### src/rtl/wb_req_pkg.sv
// Shared definitions for the Wishbone request master: cycle-type codes,
// FSM state encoding and small sizing/cycle-type helpers.
package wb_req_pkg;

   localparam logic [2:0] CTI_CLASSIC = 3'b000;
   localparam logic [2:0] CTI_INCR    = 3'b010;
   localparam logic [2:0] CTI_END     = 3'b111;

   typedef enum logic [1:0] {
      IDLE,
      WLOAD,
      BUS
   } state_t;

   function automatic int beat_w(input int maxBl);
      return $clog2(maxBl) + 1;
   endfunction

   // Single-beat transfers are classic cycles; bursts end with CTI_END.
   function automatic logic [2:0] cti_for(input logic burst, input logic last);
      if (!burst) begin
         return CTI_CLASSIC;
      end else if (last) begin
         return CTI_END;
      end else begin
         return CTI_INCR;
      end
   endfunction

endpackage

### src/rtl/wb_req_wdog.sv
// Ack-timeout watchdog: counts strobed cycles without an acknowledge and
// flags the cycle in which the TIMEOUT-th unacknowledged cycle is reached.
module wb_req_wdog #(
   parameter int TIMEOUT = 255
) (
   input  logic clk_i,
   input  logic rst_i,
   input  logic clr_i,
   input  logic en_i,
   output logic expire_o
);

   localparam int CW = $clog2(TIMEOUT + 1);
   localparam logic [CW-1:0] LIMIT = CW'(TIMEOUT - 1);

   logic [CW-1:0] cnt_q, cnt_d;

   always_comb begin
      cnt_d = cnt_q;
      if (clr_i) begin
         cnt_d = '0;
      end else if (en_i) begin
         cnt_d = cnt_q + 1'b1;
      end
   end

   always_ff @(posedge clk_i) begin
      if (rst_i) begin
         cnt_q <= '0;
      end else begin
         cnt_q <= cnt_d;
      end
   end

   // An ack in the threshold cycle clears the count instead of expiring.
   assign expire_o = en_i && !clr_i && (cnt_q == LIMIT);

endmodule

### src/rtl/wb_req_master.sv
// Wishbone master turning a request stream plus write-data stream into
// classic / incrementing-burst cycles, with a read response stream.
module wb_req_master
   import wb_req_pkg::*;
#(
   parameter int APP_AW  = 26,
   parameter int dw      = 32,
   parameter int MAX_BL  = 8,
   parameter int TIMEOUT = 255
) (
   input  logic                      wb_clk,
   input  logic                      wb_rst,
   input  logic                      req_valid,
   output logic                      req_ready,
   input  logic                      req_we,
   input  logic [APP_AW-1:0]         req_addr,
   input  logic [beat_w(MAX_BL)-1:0] req_bl,
   input  logic                      wr_valid,
   output logic                      wr_ready,
   input  logic [dw-1:0]             wr_data,
   input  logic [dw/8-1:0]           wr_sel,
   output logic                      rd_valid,
   output logic [dw-1:0]             rd_data,
   output logic                      rd_last,
   output logic                      err,
   output logic                      wb_cyc,
   output logic                      wb_stb,
   output logic                      wb_we,
   output logic [APP_AW-1:0]         wb_addr,
   output logic [dw-1:0]             wb_dati,
   output logic [dw/8-1:0]           wb_sel,
   output logic [2:0]                wb_cti,
   input  logic                      wb_ack,
   input  logic [dw-1:0]             wb_dato
);

   localparam int BW = beat_w(MAX_BL);
   localparam int SW = dw / 8;

   state_t              state_q, state_d;
   logic [BW-1:0]       beats_q, beats_d;
   logic                burst_q, burst_d;
   logic                reqReady_q, reqReady_d;
   logic                wrReady_q, wrReady_d;
   logic                rdValid_q, rdValid_d;
   logic [dw-1:0]       rdData_q, rdData_d;
   logic                rdLast_q, rdLast_d;
   logic                err_q, err_d;
   logic                cyc_q, cyc_d;
   logic                stb_q, stb_d;
   logic                we_q, we_d;
   logic [APP_AW-1:0]   addr_q, addr_d;
   logic [dw-1:0]       dati_q, dati_d;
   logic [SW-1:0]       sel_q, sel_d;
   logic [2:0]          cti_q, cti_d;
   logic [BW-1:0]       reqBeats;
   logic                expire;

   wb_req_wdog #(
      .TIMEOUT(TIMEOUT)
   ) u_wdog (
      .clk_i   (wb_clk),
      .rst_i   (wb_rst),
      .clr_i   ((state_q != BUS) || wb_ack),
      .en_i    (state_q == BUS),
      .expire_o(expire)
   );

   assign reqBeats = (req_bl == '0) ? BW'(1) : req_bl;

   always_comb begin
      state_d    = state_q;
      beats_d    = beats_q;
      burst_d    = burst_q;
      reqReady_d = reqReady_q;
      wrReady_d  = wrReady_q;
      rdValid_d  = 1'b0;
      rdData_d   = rdData_q;
      rdLast_d   = 1'b0;
      err_d      = 1'b0;
      cyc_d      = cyc_q;
      stb_d      = stb_q;
      we_d       = we_q;
      addr_d     = addr_q;
      dati_d     = dati_q;
      sel_d      = sel_q;
      cti_d      = cti_q;

      case (state_q)
         IDLE: begin
            reqReady_d = 1'b1;
            if (req_valid && reqReady_q) begin
               reqReady_d = 1'b0;
               cyc_d      = 1'b1;
               we_d       = req_we;
               addr_d     = req_addr;
               beats_d    = reqBeats;
               burst_d    = (reqBeats != BW'(1));
               cti_d      = cti_for(reqBeats != BW'(1), reqBeats == BW'(1));
               if (req_we) begin
                  state_d   = WLOAD;
                  wrReady_d = 1'b1;
                  stb_d     = 1'b0;
               end else begin
                  state_d = BUS;
                  stb_d   = 1'b1;
                  sel_d   = '1;
               end
            end
         end

         WLOAD: begin
            if (wr_valid && wrReady_q) begin
               dati_d    = wr_data;
               sel_d     = wr_sel;
               wrReady_d = 1'b0;
               stb_d     = 1'b1;
               state_d   = BUS;
            end
         end

         BUS: begin
            if (wb_ack) begin
               if (!we_q) begin
                  rdValid_d = 1'b1;
                  rdData_d  = wb_dato;
                  rdLast_d  = (beats_q == BW'(1));
               end
               if (beats_q == BW'(1)) begin
                  state_d    = IDLE;
                  reqReady_d = 1'b1;
                  cyc_d      = 1'b0;
                  stb_d      = 1'b0;
                  we_d       = 1'b0;
                  sel_d      = '0;
                  cti_d      = CTI_CLASSIC;
               end else begin
                  beats_d = beats_q - 1'b1;
                  addr_d  = addr_q + APP_AW'(SW);
                  cti_d   = cti_for(burst_q, beats_q == BW'(2));
                  if (we_q) begin
                     state_d   = WLOAD;
                     stb_d     = 1'b0;
                     wrReady_d = 1'b1;
                  end
               end
            end else if (expire) begin
               // Abort: remaining beats are dropped and no rd_last is issued.
               state_d    = IDLE;
               reqReady_d = 1'b1;
               err_d      = 1'b1;
               cyc_d      = 1'b0;
               stb_d      = 1'b0;
               we_d       = 1'b0;
               sel_d      = '0;
               cti_d      = CTI_CLASSIC;
            end
         end

         default: begin
            state_d = IDLE;
         end
      endcase
   end

   always_ff @(posedge wb_clk) begin
      if (wb_rst) begin
         state_q    <= IDLE;
         beats_q    <= '0;
         burst_q    <= 1'b0;
         reqReady_q <= 1'b0;
         wrReady_q  <= 1'b0;
         rdValid_q  <= 1'b0;
         rdData_q   <= '0;
         rdLast_q   <= 1'b0;
         err_q      <= 1'b0;
         cyc_q      <= 1'b0;
         stb_q      <= 1'b0;
         we_q       <= 1'b0;
         addr_q     <= '0;
         dati_q     <= '0;
         sel_q      <= '0;
         cti_q      <= '0;
      end else begin
         state_q    <= state_d;
         beats_q    <= beats_d;
         burst_q    <= burst_d;
         reqReady_q <= reqReady_d;
         wrReady_q  <= wrReady_d;
         rdValid_q  <= rdValid_d;
         rdData_q   <= rdData_d;
         rdLast_q   <= rdLast_d;
         err_q      <= err_d;
         cyc_q      <= cyc_d;
         stb_q      <= stb_d;
         we_q       <= we_d;
         addr_q     <= addr_d;
         dati_q     <= dati_d;
         sel_q      <= sel_d;
         cti_q      <= cti_d;
      end
   end

   assign req_ready = reqReady_q;
   assign wr_ready  = wrReady_q;
   assign rd_valid  = rdValid_q;
   assign rd_data   = rdData_q;
   assign rd_last   = rdLast_q;
   assign err       = err_q;
   assign wb_cyc    = cyc_q;
   assign wb_stb    = stb_q;
   assign wb_we     = we_q;
   assign wb_addr   = addr_q;
   assign wb_dati   = dati_q;
   assign wb_sel    = sel_q;
   assign wb_cti    = cti_q;

endmodule

### config.mk
export PLATFORM = sky130hd
export DESIGN_NAME = wb_req_master
export DESIGN_NICKNAME = d
export VERILOG_FILES = /design/src/rtl/wb_req_pkg.sv /design/src/rtl/wb_req_wdog.sv /design/src/rtl/wb_req_master.sv
export SDC_FILE = /design/constraint.sdc
export NUM_CORES = 1
export LEC_CHECK = 0
export ABC_AREA = 1
export BUFFER_PORTS_ARGS = -buffer_cell sky130_fd_sc_hd__buf_2
export CAP_MARGIN = 0
export CORE_MARGIN = 3
export CORE_UTILIZATION = 24
export CTS_BUF_LIST = sky130_fd_sc_hd__clkbuf_4 sky130_fd_sc_hd__clkbuf_8
export DETAILED_ROUTE_END_ITERATION = 16
export GPL_ROUTABILITY_DRIVEN = 0
export HOLD_SLACK_MARGIN = 0.1
export SLEW_MARGIN = 20
export SYNTH_ARGS = -nofsm -noshare
export SYNTH_HDL_FRONTEND = slang
export SYNTH_HIERARCHICAL = 1
export SYNTH_SLANG_ARGS = --single-unit
export TNS_END_PERCENT = 20
### constraint.sdc
create_clock -name wb_clk -period 2.6 [get_ports wb_clk]
set_clock_uncertainty 0.05 [all_clocks]
set_input_delay 0.52 -clock wb_clk [delete_from_list [all_inputs] [get_ports wb_clk]]
set_output_delay 0.52 -clock wb_clk [all_outputs]
set_load 0.005 [all_outputs]
* Yosys cells after proc, flatten, opt, wreduce, memory -nomap -nowiden
Index checks and enable logic that the tools add are counted.
** Storage, ports and cells
- Output and inout bits :: 105
- Register bits after elaboration :: 120
- Logic and storage cells :: 127
** Cells by class
- $add $sub $neg :: 3
- Bitwise gates (word level) :: 3
- Reduce and logical (&&, ||, !) cells :: 25
- Eq/ne operators :: 18
- Mux-type cells :: 61
** Operator list (count)
- 26-bit two-way mux :: 3
- 26-bit case mux with 2 select lines :: 1
- 4-bit two-way mux :: 10
- 26-bit by 3-bit adder with 26-bit output (second input constant) :: 1
- 3-bit two-way mux :: 8
- 1-bit two-way mux :: 23
- 2-bit inequality test (second input constant) :: 8
- 2-bit two-way mux :: 7
- 4-bit case mux with 3 select lines :: 1
- 4-bit AND reduction :: 3
- 3-bit AND reduction :: 3
- 8-bit by 1-bit adder with 8-bit output (second input constant) :: 1
- 4-bit by 1-bit equality test with 1-bit output (second input constant) :: 2
- 8-bit equality test (second input constant) :: 1
- 4-bit case mux with 2 select lines :: 1
- 7-bit AND reduction :: 1
- 3-bit inequality test (second input constant) :: 2
- 1-bit case mux with 2 select lines :: 3
- 1-bit case mux with 3 select lines :: 2
- 2-bit case mux with 3 select lines :: 1
- 3-bit case mux with 2 select lines :: 1
- 6-bit AND reduction :: 1
- 3-bit OR reduction :: 2
- 5-bit AND reduction :: 1
- other kinds (17) :: 23

* Depth between registers and ports, before layout
- Depth after elaboration :: 8
- Depth in mapped cells :: 14
- Depth with buffers taken out :: 13

* Cells and area by module
The synthesis kept the hierarchy.
** By module, submodules not included
- wb_req_master :: instances 1, area each 5193.7 sq um, cells each 738
- wb_req_wdog :: instances 1, area each 410.4 sq um, cells each 55

* Least setup slack after synthesis
No wires, ideal clock.
- Kind :: register -> register
- From :: register state_q[0]
- To :: register sel_q[0] (netlist: wb_sel[0])
- Required time :: 2.434 ns
- Data arrival time :: 1.985 ns
- Cell stages (with the launch flop) :: 14
- Path slack :: 0.449 ns
- Period minus slack after synthesis :: 2.151 ns
- Cell sequence :: dfxtp_1 -> inv_1 -> ha_1 -> buf_6 -> inv_6 -> nor2_4 -> inv_2 -> nand3b_1 -> nor3_1 -> nor2_4 -> nor2_4 -> nand4_2 -> o21ai_0 -> nor2_1
** Between the ends
- Word-level cells in the longest chain between the ends :: 7
** Ends and longest elaborated chain
- start: declaration :: line wb_req_master.sv:40 : state_t state_q, state_d;
- start signal: assignment :: line wb_req_master.sv:185 : state_q <= state_d;
- 2-bit inequality test :: line wb_req_master.sv:64 : .clr_i ((state_q != BUS) || wb_ack),
- 1-bit logical OR :: line wb_req_master.sv:64
- 1-bit logical NOT :: line wb_req_wdog.sv:36 : assign expire_o = en_i && !clr_i && (cnt_q == LIMIT);
- 1-bit logical AND (*) (2 in series) :: line wb_req_wdog.sv:36
- named net expire :: line wb_req_master.sv:57 : logic expire;
- 3-bit inequality test (no line) (*)
- 6-bit AND reduction (no line) (*)
- end signal: assignment :: line wb_req_master.sv:199 : sel_q <= sel_d;
- end: declaration :: line wb_req_master.sv:54 : logic [SW-1:0] sel_q, sel_d;
The timed path passes the listed nets; every way through them passes the cells marked *.
A chain may end at the register's enable or synchronous reset.

* Worst setup path after layout
Ends and elaborated chain as after synthesis.

==> key figures <==
Run status
  – Status: finished, final reports clean

STA
  – Hold Slack: ~0.26 ns
  – Worst-margin pin slew: roughly 0.57 ns
  – Max Slew Vio Count: 0
  – Number of setup violations in the final report: 0
  – Setup slack after layout: 0.278 ns
  – Total Neg Setup Slack: 0 ns
  – Maximum clock frequency: about 0.43 GHz
  – Rel. slew slack: about 60%
  – RSZ-0062 raised after global routing: no
  – Final critical-path share of the clock period: 89.3%
  – Final Hold Violating Endpoints: 0
  – Final critical-path required period: 2.32 ns

Floorplan
  – Chip width: 159 um
  – Die Height: approximately 160 um
  – Core box area: 0.0228 mm2
  – Effective utilization at floorplan: 24.6%
  – Total Die Area: 0.0252 mm2
  – Row count: 55
  – Number of placed I/O pins: 209

Worst setup path
  – Crit path arrival time: 2.59 ns
  – CP Capture Type: flip-flop
  – Req. time, crit path: about 2.9 ns
  – Critical path launch point type: flip-flop
  – Path type of the worst setup path: reg -> reg
  – Maximum fanout count along the critical path: 10
  – Setup slack of the most critical reg-to-reg path: 0.28 ns

Place
  – Number of placed cells counting well taps: 1284
  – Final HPWL from detailed placement: ~12000 um
  – Post-Place Setup Slack: about 0.29 ns
  – Area after DPL: 0.00691 mm2
  – Port Buffer Count: approximately 210

Route
  – Iteration-0 DRC count of the detailed router: 383
  – Via count: around 5700
  – Antenna violation net count after detailed routing: 0
  – Average wire per cell in the routed design: ~13 um
  – Final routed DRC violation total: 0
  – Overall routed net length: 16800 um
  – Via-per-instance ratio: between 4 and 5
  – Number of detailed-route iterations in the first pass: 4

Clock network
  – CTS tree: built
  – Clock root buffer: sky130_fd_sc_hd__clkbuf_8
  – Count of hold-fix buffers inserted at cts: 0
  – Number of clock sinks: 119
  – # H-tree levels: 4
  – Clock-pin slew on the worst setup and hold paths: 0.07 ns
  – # Post-CTS Setup Buffers: 0
  – Cells resized by post-CTS repair: 0
  – Buffer levels on the longest clock path: 2
  – Number of CTS-inserted buffers: 17
  – Clk_lat worst skew: 0.42 ns

Pwr
  – Power density over the cells: 933 mW/mm2
  – Peak ir drop on the vdd network: between 400 and 500 uV
  – Lkg Pwr: 3.24 nW
  – Power consumption: 6.84 mW

Logic synthesis
  – Top cells by area, synth: sky130_fd_sc_hd__dfxtp_1 (43%), sky130_fd_sc_hd__nor2_1 (9.3%), sky130_fd_sc_hd__nand2_1 (8.8%)
  – Library cell with the highest instance count after synthesis: sky130_fd_sc_hd__nor2_1
  – Post-synthesis async set-or-reset flop share: 0%
  – Post-synthesis net count: 907
  – Library cell occupying the most area in the post-synthesis netlist: sky130_fd_sc_hd__dfxtp_1
  – Mean Syn Cell Area: 7.07 um2
  – Number of library cell types mapped by synthesis: 38
  – Synthesized cell area: approximately 0.0056 mm2
  – Yosys warning total: 6
  – Register bit count reported by yosys: 119
  – Commonest cells in the synthesized netlist: sky130_fd_sc_hd__nor2_1 (139), sky130_fd_sc_hd__nand2_1 (132), sky130_fd_sc_hd__dfxtp_1 (119)
  – Sequential area share after synthesis: 42.5%
  – Mapped Cells: 793
  – Number of synthesized flops with an enable pin: 0
  – Post-synth top flop: sky130_fd_sc_hd__dfxtp_1
  – Share of the synthesized area in the top cell type: between 40% and 50%

Cells and area
  – Storage cell area: 0.00238 mm2
  – Growth of design area from synthesis to finish: 30.9%
  – Post-route cell area: 0.00733 mm2
  – Multi-input gate area in the final layout: around 0.0027 mm2
  – Post-layout util: approximately a third
  – Number of antenna diodes: 0
  – Share of cells above drive strength 1: just under 30%
  – Final-layout fill cell count: 2529
  – # nets final: 1104
  – Post-route insts no fill: 1315

GRT
  – Global-route usage over all layers: 13.3%
  – Initial antenna violation count: 0
  – GR Overflow Total: 0
  – Wire length of the first global-routing pass: 27500 um
  – Vias in the first global route: 5479
  – Largest net degree at the start of global routing: 65

Worst hold path
  – Type of the tightest min-delay check: in -> reg

Run
  – Max-Cap Viols: 0
==> per-layer routing <==
metal | up-vias | track usage (%) | routed length (um)
li1 | 2940 | - | -
met1 | 2539 | 16.5 | 7720
met2 | 187 | 21.7 | 7590
met3 | 9 | 5.37 | 1400
met4 | 0 | 3.02 | 116
met5 | - | 0 | 0
==> worst max-delay path: stages, from the launching register on <==
cell	delay, ns
sky130_fd_sc_hd__dfxtp_1	0.35
sky130_fd_sc_hd__inv_1	0.12
sky130_fd_sc_hd__ha_2	0.33
sky130_fd_sc_hd__inv_6	0.05
sky130_fd_sc_hd__nor2_4	0.12
sky130_fd_sc_hd__inv_2	0.07
sky130_fd_sc_hd__nand3b_1	0.15
sky130_fd_sc_hd__nor3_1	0.37
sky130_fd_sc_hd__nor2_4	0.10
sky130_fd_sc_hd__nor2_4	0.12
sky130_fd_sc_hd__nand4_2	0.14
sky130_fd_sc_hd__o21ai_0	0.20
sky130_fd_sc_hd__nor2_1	0.06
==> final timing paths <==
kind | startpoint | endpoint | cells past startpoint
hold reg to reg | wb_dati[7] | wb_dati[7] | 2
setup reg to reg | state_q[0] | wb_sel[0] | 12
setup / recovery | state_q[0] | wb_sel[0] | 12
hold / removal | wb_dato[0] | rd_data[0] | 3
==> layout make-up <==
class | count | share of cell area, %
clock buffers | 23 | 4.06
clock inverters | 8 | 1.66
inverters | 79 | 4.11
multi-input cells | 556 | 37.1
flip-flops and latches | 119 | 32.5
well taps | 313 | 5.34
repair buffers | 217 | 15.3
==> cells in the final DEF (no fill, tap or decap), types with 4 or more instances in the layout <==
| cell type | Yosys | layout |
|---|---|---|
| sky130_fd_sc_hd__nand3_1 | 26 | 26 |
| sky130_fd_sc_hd__a21oi_1 | 74 | 74 |
| sky130_fd_sc_hd__buf_2 | 5 | 208 |
| sky130_fd_sc_hd__buf_4 | 6 | 8 |
| sky130_fd_sc_hd__o21ai_1 | 17 | 17 |
| sky130_fd_sc_hd__ha_1 | 10 | 9 |
| sky130_fd_sc_hd__inv_2 | 5 | 6 |
| sky130_fd_sc_hd__nor2_1 | 139 | 139 |
| sky130_fd_sc_hd__dfxtp_1 | 119 | 119 |
| sky130_fd_sc_hd__clkbuf_8 | 0 | 20 |
| sky130_fd_sc_hd__nor2_2 | 11 | 11 |
| sky130_fd_sc_hd__o21ai_0 | 93 | 93 |
| sky130_fd_sc_hd__nand2_1 | 132 | 132 |
| sky130_fd_sc_hd__inv_1 | 73 | 72 |
| sky130_fd_sc_hd__nor2_4 | 12 | 12 |
| sky130_fd_sc_hd__nand2_2 | 4 | 4 |
| sky130_fd_sc_hd__nor3_1 | 9 | 9 |
==> sequential cells by signal (all words and copies together) (netlist names), 2 cells and up <==
register      cells
beats_q           4
rd_data          32
wb_sel            4
state_q           2
wb_dati          32
wb_addr          26
wb_cti            2
u_wdog/cnt_q      8
==> logic make-up after synthesis <==
family | synth area share [%]
AO/OA/AOI/OAI | 18.1
XOR/XNOR | 0.313
adder cells (fa/ha/maj) | 2.23
buffers and inverters | 9.04
flip-flops | 42.5
AND/OR/NAND/NOR | 27.8
==> report_power, final <==
part | total, mW | switching [mW] | internal (mW)
sequential | 2.62 | 0.381 | 2.24
clock | 1.81 | 0.757 | 1.05
combinational | 2.42 | 1.48 | 0.941
Power figures use the tool's default switching activity.
